$ cat src/rtl/chunked_seq_adder_if.sv
// Operand/result bundle for chunked_seq_adder: start/busy/done handshake plus operands and result.
// master drives the request side, slave (the adder) drives status and results.
interface chunked_seq_adder_if #(
  parameter int WIDTH = 16
);
  logic             start;
  logic [WIDTH-1:0] a;
  logic [WIDTH-1:0] b;
  logic             carry_in;
  logic             sub;
  logic             busy;
  logic             done;
  logic [WIDTH-1:0] sum;
  logic             carry_out;
  logic             overflow;

  modport master (
    output start, a, b, carry_in, sub,
    input  busy, done, sum, carry_out, overflow
  );

  modport slave (
    input  start, a, b, carry_in, sub,
    output busy, done, sum, carry_out, overflow
  );
endinterface

$ cat src/rtl/chunked_seq_adder.sv
// Multi-cycle add/subtract, CHUNK bits per clock; WIDTH/CHUNK cycles start-to-done, one-cycle done pulse.
// start is only taken in IDLE/DONE; a start while busy is dropped, never queued.
module chunked_seq_adder #(
  parameter int WIDTH = 16,
  parameter int CHUNK = 4
) (
  input  logic              clk,
  input  logic              rst_n,
  chunked_seq_adder_if.slave bus
);
  localparam int NCH = WIDTH / CHUNK;
  localparam int IW  = (NCH > 1) ? $clog2(NCH) : 1;
  localparam logic [IW-1:0] LAST = IW'(NCH - 1);

  typedef enum logic [1:0] {IDLE, RUN, DONE} state_t;

  state_t           state_q, state_d;
  logic [WIDTH-1:0] op_a_q, op_a_d;
  logic [WIDTH-1:0] op_b_q, op_b_d;
  logic [WIDTH-1:0] acc_q, acc_d;
  logic [WIDTH-1:0] sum_q, sum_d;
  logic [IW-1:0]    idx_q, idx_d;
  logic             cy_q, cy_d;
  logic             co_q, co_d;
  logic             ov_q, ov_d;

  logic [31:0]      base;
  logic [CHUNK:0]   chunk_sum;
  logic             accept;

  assign accept    = bus.start && (state_q != RUN);
  assign base      = 32'(idx_q) * CHUNK;
  assign chunk_sum = {1'b0, op_a_q[base +: CHUNK]} + {1'b0, op_b_q[base +: CHUNK]}
                   + {{CHUNK{1'b0}}, cy_q};

  always_comb begin
    state_d = state_q;
    op_a_d  = op_a_q;
    op_b_d  = op_b_q;
    acc_d   = acc_q;
    sum_d   = sum_q;
    idx_d   = idx_q;
    cy_d    = cy_q;
    co_d    = co_q;
    ov_d    = ov_q;

    case (state_q)
      RUN: begin
        acc_d[base +: CHUNK] = chunk_sum[CHUNK-1:0];
        cy_d = chunk_sum[CHUNK];
        if (idx_q == LAST) begin
          // Index parks at 0 so the chunk select never leaves the operand range.
          idx_d   = '0;
          state_d = DONE;
          sum_d   = acc_d;
          co_d    = chunk_sum[CHUNK];
          ov_d    = (op_a_q[WIDTH-1] == op_b_q[WIDTH-1]) && (acc_d[WIDTH-1] != op_a_q[WIDTH-1]);
        end else begin
          idx_d = idx_q + 1'b1;
        end
      end
      DONE:    state_d = IDLE;
      default: state_d = IDLE;
    endcase

    // Subtract is a + ~b + 1, so carry_in is replaced by the forced 1.
    if (accept) begin
      state_d = RUN;
      op_a_d  = bus.a;
      op_b_d  = bus.sub ? ~bus.b : bus.b;
      cy_d    = bus.sub ? 1'b1 : bus.carry_in;
      idx_d   = '0;
      acc_d   = '0;
    end
  end

  always_ff @(posedge clk or negedge rst_n) begin
    if (!rst_n) begin
      state_q <= IDLE;
      op_a_q  <= '0;
      op_b_q  <= '0;
      acc_q   <= '0;
      sum_q   <= '0;
      idx_q   <= '0;
      cy_q    <= 1'b0;
      co_q    <= 1'b0;
      ov_q    <= 1'b0;
    end else begin
      state_q <= state_d;
      op_a_q  <= op_a_d;
      op_b_q  <= op_b_d;
      acc_q   <= acc_d;
      sum_q   <= sum_d;
      idx_q   <= idx_d;
      cy_q    <= cy_d;
      co_q    <= co_d;
      ov_q    <= ov_d;
    end
  end

  assign bus.busy      = (state_q == RUN);
  assign bus.done      = (state_q == DONE);
  assign bus.sum       = sum_q;
  assign bus.carry_out = co_q;
  assign bus.overflow  = ov_q;
endmodule

$ cat src/flat_wrapper.sv
// flat-port wrapper written by rule: the top's interface ports become plain ports
module chunked_seq_adder_flat 
#(
  parameter int WIDTH = 16,
  parameter int CHUNK = 4
)
  (clk, rst_n, bus_start, bus_a, bus_b, bus_carry_in, bus_sub, bus_busy, bus_done, bus_sum, bus_carry_out, bus_overflow);
  chunked_seq_adder_if #(.WIDTH(WIDTH)) bus_i ();
  input  logic clk;
  input  logic rst_n;
  input wire logic [$bits(bus_i.start)-1:0] bus_start;
  input wire logic [$bits(bus_i.a)-1:0] bus_a;
  input wire logic [$bits(bus_i.b)-1:0] bus_b;
  input wire logic [$bits(bus_i.carry_in)-1:0] bus_carry_in;
  input wire logic [$bits(bus_i.sub)-1:0] bus_sub;
  output wire logic [$bits(bus_i.busy)-1:0] bus_busy;
  output wire logic [$bits(bus_i.done)-1:0] bus_done;
  output wire logic [$bits(bus_i.sum)-1:0] bus_sum;
  output wire logic [$bits(bus_i.carry_out)-1:0] bus_carry_out;
  output wire logic [$bits(bus_i.overflow)-1:0] bus_overflow;
  assign bus_i.start = bus_start;
  assign bus_i.a = bus_a;
  assign bus_i.b = bus_b;
  assign bus_i.carry_in = bus_carry_in;
  assign bus_i.sub = bus_sub;
  assign bus_busy = bus_i.busy;
  assign bus_done = bus_i.done;
  assign bus_sum = bus_i.sum;
  assign bus_carry_out = bus_i.carry_out;
  assign bus_overflow = bus_i.overflow;
  chunked_seq_adder #(.WIDTH(WIDTH), .CHUNK(CHUNK)) u_core (.clk(clk), .rst_n(rst_n), .bus(bus_i));
endmodule
$ cat config.mk
export PLATFORM = sky130hd
export DESIGN_NAME = chunked_seq_adder_flat
export DESIGN_NICKNAME = d
export VERILOG_FILES = /design/src/rtl/chunked_seq_adder_if.sv /design/src/rtl/chunked_seq_adder.sv /design/src/flat_wrapper.sv
export SDC_FILE = /design/constraint.sdc
export NUM_CORES = 1
export LEC_CHECK = 0
export ABC_AREA = 1
export CAP_MARGIN = 20
export CORE_ASPECT_RATIO = 1.1
export CORE_UTILIZATION = 45
export CTS_BUF_LIST = sky130_fd_sc_hd__clkbuf_16
export DETAILED_ROUTE_END_ITERATION = 12
export PLACE_DENSITY = 0.79
export SLEW_MARGIN = 20
export SYNTH_ARGS = -nofsm -noshare
export SYNTH_HDL_FRONTEND = slang
export SYNTH_SLANG_ARGS = --single-unit
$ cat constraint.sdc
create_clock -name clk -period 4.44 [get_ports clk]
set_input_delay 0.666 -clock clk [delete_from_list [all_inputs] [get_ports clk]]
set_output_delay 0.666 -clock clk [all_outputs]
set_load 0.02 [all_outputs]
# --- Yosys cells after proc, flatten, opt, wreduce, memory -nomap -nowiden ---
# Index checks and enable logic that the tools add are counted.
op_classes:
  n_eq_ne: 7
  addsub: 4
  reduce_logical: 4
  n_shift: 4
  muxes: 13
  bitwise: 1
op_table:
  columns: ["operator", "n"]
  rows:
  - ["16-bit 2-to-1 mux", 3]
  - ["4-bit negation with 34-bit output", 1]
  - ["4-bit by 34-bit variable shift with 16-bit output, first input constant", 1]
  - ["4-bit by 34-bit indexed part select with 16-bit output", 1]
  - ["16-bit by 5-bit indexed part select with 4-bit output", 2]
  - ["16-bit bitwise mux", 1]
  - ["16-bit NOT", 1]
  - ["2-bit 2-to-1 mux", 6]
  - ["4-bit by 4-bit adder with 5-bit output", 1]
  - ["5-bit by 1-bit adder with 5-bit output", 1]
  - ["2-bit equality test, second input constant", 2]
  - ["1-bit 2-to-1 mux", 3]
  - ["3-bit by 1-bit inequality test with 1-bit output, second input constant", 1]
  - ["2-bit by 1-bit adder with 2-bit output, second input constant", 1]
  - ["2-bit by 1-bit equality test with 1-bit output, second input constant", 1]
  - ["1-bit logical AND", 2]
  - ["2-bit by 1-bit inequality test with 1-bit output, second input constant", 1]
  - ["2-bit AND reduction", 1]
  - ["2-bit nonzero test", 1]
  - ["1-bit equality test", 1]
  - ["1-bit inequality test", 1]
totals:
  register_bits: 71
  inputBits: 37
  out_inout_bits: 20
  wordCells: 42

# --- Logic depth before layout (Yosys ltp) ---
logic_depth:
  depth_word: 7
  ltp_mapped: 16
  depth_no_buf: 15

# --- Least setup slack after synthesis ---
# No wires, ideal clock.
synth_path:
  path_type: "reg2reg"
  from: "reg u_core.idx_q[0]"
  to: "reg u_core.sum_q[13], in the netlist u_core.bus.sum[13]"
  t_arrival_ns: 2.427
  setup_slack_ns: 1.937
  setup_ns: 0.076
  t_required_ns: 4.364
  path_stages_with_launch: 15
  cell_sequence: "dfrtp_1 -> buf_2 -> buf_2 -> o21ai_0 -> o22ai_1 -> fa_1 -> inv_1 -> fa_1 -> nor2_1 -> inv_1 -> nor2_1 -> inv_1 -> o22ai_1 -> inv_1 -> o21ai_1"
synth_via:
  elab_chain_cells: 5
  word_cells_on_any_way: 10
  classes_between: "3 x add/sub; 1 x eq/ne; 4 x shift; 1 x mux; 1 x reduce/logical"
synth_lines:
  columns: ["item", "line_no", "source"]
  rows:
  - ["start, declared", "chunked_seq_adder.sv:22", "logic [IW-1:0] idx_q, idx_d;"]
  - ["start signal, assigned", "chunked_seq_adder.sv:94", "idx_q <= idx_d;"]
  - ["16-bit by 5-bit indexed part select with 4-bit output", "chunked_seq_adder.sv:33", "assign chunk_sum = {1'b0, op_a_q[base +: CHUNK]} + {1'b0, op_b_q[base +: CHUNK]}"]
  - ["4-bit by 4-bit adder with 5-bit output", "chunked_seq_adder.sv:33", null]
  - ["5-bit by 1-bit adder with 5-bit output", "chunked_seq_adder.sv:34", "+ {{CHUNK{1'b0}}, cy_q};"]
  - ["4-bit by 34-bit indexed part select with 16-bit output", "chunked_seq_adder.sv:49", "acc_d[base +: CHUNK] = chunk_sum[CHUNK-1:0];"]
  - ["16-bit bitwise mux", "chunked_seq_adder.sv:49", null]
  - ["end signal, assigned", "chunked_seq_adder.sv:93", "sum_q <= sum_d;"]
  - ["end, declared", "chunked_seq_adder.sv:21", "logic [WIDTH-1:0] sum_q, sum_d;"]
# Parallel ways exist; a longest one is shown, timed or not.
# A chain may end at the register's enable or synchronous reset.

# --- Final worst setup path ---
layout_path:
  from: "reg u_core.idx_q[0]"
  to: "reg u_core.acc_q[13]"
layout_via:
  elab_chain_cells: 7
  word_cells_on_any_way: 10
  classes_between: "3 x add/sub; 4 x shift; 3 x mux"
layout_lines:
  columns: ["item", "line_no", "source"]
  rows:
  - ["16-bit by 5-bit indexed part select with 4-bit output", "chunked_seq_adder.sv:33", null]
  - ["4-bit by 4-bit adder with 5-bit output", "chunked_seq_adder.sv:33", null]
  - ["5-bit by 1-bit adder with 5-bit output", "chunked_seq_adder.sv:34", null]
  - ["4-bit by 34-bit indexed part select with 16-bit output", "chunked_seq_adder.sv:49", null]
  - ["16-bit bitwise mux (*)", "chunked_seq_adder.sv:49", null]
  - ["16-bit 2-to-1 mux (*)", "chunked_seq_adder.sv:47", "case (state_q)"]
  - ["16-bit 2-to-1 mux (*)", "chunked_seq_adder.sv:67", "if (accept) begin"]
  - ["end signal, assigned", "chunked_seq_adder.sv:82", "acc_q <= '0;"]
  - ["end signal, assigned", "chunked_seq_adder.sv:92", "acc_q <= acc_d;"]
  - ["end, declared", "chunked_seq_adder.sv:20", "logic [WIDTH-1:0] acc_q, acc_d;"]
# Mark *: on every way between the ends. The rest lies on a longest branch, timed or not. The select of a mux whose other input is x is not followed.

==> flow_metrics.py <==
metrics = {
    "route": {
        "drtAntennaViolNets": 0,
        "drc": 0,
        "drt-vias-per-instance": 5.06,
        "wl_per_cell_um": 13.1,
        "vias": 2885,
        "drt_iter0_drc": 151,
        "finalWirelength_um": 7460,
        "drt-pass1-iter-count": 4,
    },
    "worst_setup_path": {
        "worstPathBufferInverterCount": 5,
        "rrSetupSlack_ps": 1200,
        "rr_worst_depth": 13,
        "cp_slowest_cell": "dfrtp_1",
        "reg2reg_from": "u_core.idx_q[0]$_DFFE_PN0P_",
        "cp.arrival_ps": 3480,
        "r2r-end": "u_core.acc_q[13]$_DFFE_PN0P_",
        "worst_setup_path_end_kind": "register",
        "crit_type": "register to register",
        "cp-start-kind": "register",
        "crit_family": "adder cells",
        "crit_fanout": 24,
        "max_stage_delay_ps": 840,
        "cp_cell_sequence": "inv_2 > o21ai_0 > o22ai_1 > fa_1 > inv_1 > fa_1 > nor2_1 > inv_1 > nor2_1 > inv_1 > o22ai_1 > inv_1 > o22ai_1",
        "required_ps": 4680,
        "cpMostUsedCell": "inv_1",
    },
    "synth": {
        "synth_area_leaders": "dfrtp_1 50%, nand2_1 13%, inv_1 4.7%, o22ai_1 4.6%, o21ai_1 4.3%",
        "synth-main-ff-cell": "dfrtp_1",
        "synth_top_area_share_pct": 50.4,
        "ys_seq_area_share_pct": 50.4,
        "synth_edf_count": 0,
        "synth.largest_area_cell": "dfrtp_1",
        "async_flop_share_pct": 100,
        "synth_cell_types": 29,
        "synth.cells.most_frequent": "118 x nand2_1, 71 x dfrtp_1, 44 x inv_1",
        "syn_nets": 458,
        "ys.warnings.count": 0,
        "synth_area_um2": 3520,
        "syn_inst": 410,
        "yosysMostFrequentCell": "nand2_1",
        "syn_area_per_cell_um2": 8.59,
        "ys_ff_latch": 71,
    },
    "cells_and_area": {
        "stdcell_count": 570,
        "nets": 508,
        "drive_above_1_share_pct": 6.45,
        "area_growth_pct": 24.0,
        "regArea_um2": 1780,
        "multi_input_area_um2": 1430,
        "fillers": 669,
        "antenna_cells": 0,
    },
    "timing": {
        "final.setup_skew_ps": 4.21,
        "maxSlewHeadroom_pct": 44.3,
        "fin_tns_setup_ps": 0,
        "min_period_over_period_pct": 73.0,
        "min_period_ps": 3240,
        "drv_slew": 0,
        "hold_violations": 0,
        "worst_pin_slew_ps": 832,
        "fmax_mhz": 309,
        "rsz0062_at_grt": "no",
        "worst_slack_ps": 1200,
        "setup_viol": 0,
    },
    "grt": {
        "grt_max_degree": 47,
        "use_met3_pct": 4.02,
        "grt_pass1_vias": 2875,
        "gr-max-usage-layer": "met2",
        "grt_pass1_wl_um": 12800,
        "grt.total_usage_pct": 20.5,
        "use_met2_pct": 34.8,
        "grt_util_met1_pct": 24.1,
        "grt_overflow": 0,
        "antenna_found_initial": 0,
    },
    "job": {
        "cap_violations": 0,
    },
    "clocking": {
        "cts_tree": "done",
        "post_cts_buffers": 0,
        "htree_levels": 3,
        "cts.sinks": 71,
        "ctsResizeCount": 0,
        "clockBufferDepth": 2,
        "cts_buffers": 9,
        "clk_latency_ps": 340,
        "ctsHoldBuffers": 0,
        "clk_pin_slew_worst_paths_ps": 50,
        "cts_root_buf": "clkbuf_16",
    },
    "placed_design": {
        "dp_hpwl_um": 5310,
        "gp_congestion": 0.902,
        "dp_cells": 554,
        "dpl_worst_slack_ps": 1320,
        "port_buffers": 56,
    },
    "floorplan": {
        "dieWidth_um": 86.4,
        "core_um2": 7510,
        "fp.dieArea_um2": 8180,
        "row_count": 33,
        "io-pin-count": 57,
        "dieHeight_um": 94.8,
        "initial_core_util_pct": 46.9,
    },
    "power": {
        "p_total_mw": 3.34,
        "p_leak_nw": 1.99,
        "peakVddDrop_mv": 0.377,
        "p_per_area_nw_per_um2": 764,
    },
    "min_path": {
        "hp-class": "input pin to asynchronous set/reset pin",
    },
    "outcome": {
        "outcome": "completed",
    },
}
==> report_power, final <==
part | total (mW) | internal (mW) | switching [mW]
clock network | 0.621 | 0.366 | 0.255
logic | 1.60 | 0.607 | 0.997
registers | 1.11 | 0.917 | 0.196
==> per-layer routing <==
| metal | routed length (um) | vias to the layer above |
|---|---|---|
| met4 | 190 | 0 |
| li1 | - | 1413 |
| met5 | 0 | - |
| met2 | 3690 | 93 |
| met3 | 381 | 16 |
| met1 | 3190 | 1363 |
==> worst max-delay path by stage <==
| stage | startpoint | end | slack (ps) | depth (start not counted) |
|---|---|---|---|---|
| floorplan | u_core.idx_q[0]$_DFFE_PN0P_ | u_core.bus.sum[13]$_DFFE_PN0P_ | 1940 | 14 |
| global placement | u_core.idx_q[0]$_DFFE_PN0P_ | u_core.bus.sum[5]$_DFFE_PN0P_ | 1450 | 13 |
| CTS | u_core.idx_q[0]$_DFFE_PN0P_ | u_core.acc_q[13]$_DFFE_PN0P_ | 1260 | 13 |
| detailed placement | u_core.idx_q[0]$_DFFE_PN0P_ | u_core.bus.sum[5]$_DFFE_PN0P_ | 1320 | 13 |
| global route | u_core.idx_q[0]$_DFFE_PN0P_ | u_core.acc_q[13]$_DFFE_PN0P_ | 920 | 13 |
| finish | u_core.idx_q[0]$_DFFE_PN0P_ | u_core.acc_q[13]$_DFFE_PN0P_ | 1200 | 13 |
==> cell type report <==
cell class	count	share of cell area (%)
clock buffer	9	5.16
timing repair buffer	57	13.0
sequential	71	40.7
tap	105	3.01
inverter	53	4.67
multi-input combinational	268	32.8
clock inverter	7	0.716
==> sequential cells by signal (all words and copies together), names as in the netlist <==
register              count
u_core.acc_q             16
u_core.bus.carry_out      1
u_core.bus.overflow       1
u_core.bus.sum           16
u_core.cy_q               1
u_core.idx_q              2
u_core.op_a_q            16
u_core.op_b_q            16
u_core.state_q            2
==> metrics by stage <==
stage                     hold slack, ps  util [%]  area (um^2)
after floorplan                      370         -         3520
after global placement               457      54.7         4110
after detailed placement             463      54.7         4110
after CTS                            475      58.1         4360
after global routing                 379      58.1         4370
final                                321      58.1         4370
==> worst reg2reg max path: stages, from the launching register on <==
cell and delay, ps:
dfrtp_1 840, inv_2 360, o21ai_0 270, o22ai_1 120, fa_1 430, inv_1 80
fa_1 430, nor2_1 100, inv_1 60, nor2_1 90, inv_1 60, o22ai_1 100
inv_1 70, o22ai_1 150
==> kinds of logic (layout without fill, tap and decap cells) <==
group,count (synthesis),after routing,synth area share (%)
and+or+nand+nor,154,154,18.4
AOI/OAI and AO/OA,86,86,13.7
DFF,71,71,50.4
buffers and inverters,71,126,8.88
xor gates and xnor gates,17,17,4.23
adders and majority gates,11,11,4.33
==> layout by cell type (no fill, tap or decap) <==
cell type,netlist,routed
nand4_1,3,3
inv_2,7,7
fa_1,2,2
nand3_1,6,6
a22oi_1,2,2
xor2_1,2,2
buf_4,3,2
o21ai_0,21,21
nor2_1,19,19
a21oi_1,3,3
o211ai_1,1,1
nor3_2,2,2
inv_1,44,45
nor2_8,1,1
nor2_4,2,2
o22ai_1,26,26
ha_1,9,9
nand2_2,1,1
dfrtp_1,71,71
clkinv_2,0,1
inv_4,2,2
clkinvlp_4,0,1
nor2_2,1,1
xnor2_1,15,15
nand2_4,1,1
clkbuf_16,0,9
nand2_1,118,118
a32oi_1,3,3
clkdlybuf4s50_1,0,55
clkinv_1,0,4
o21ai_1,30,30
Power figures use the tool's default switching activity.
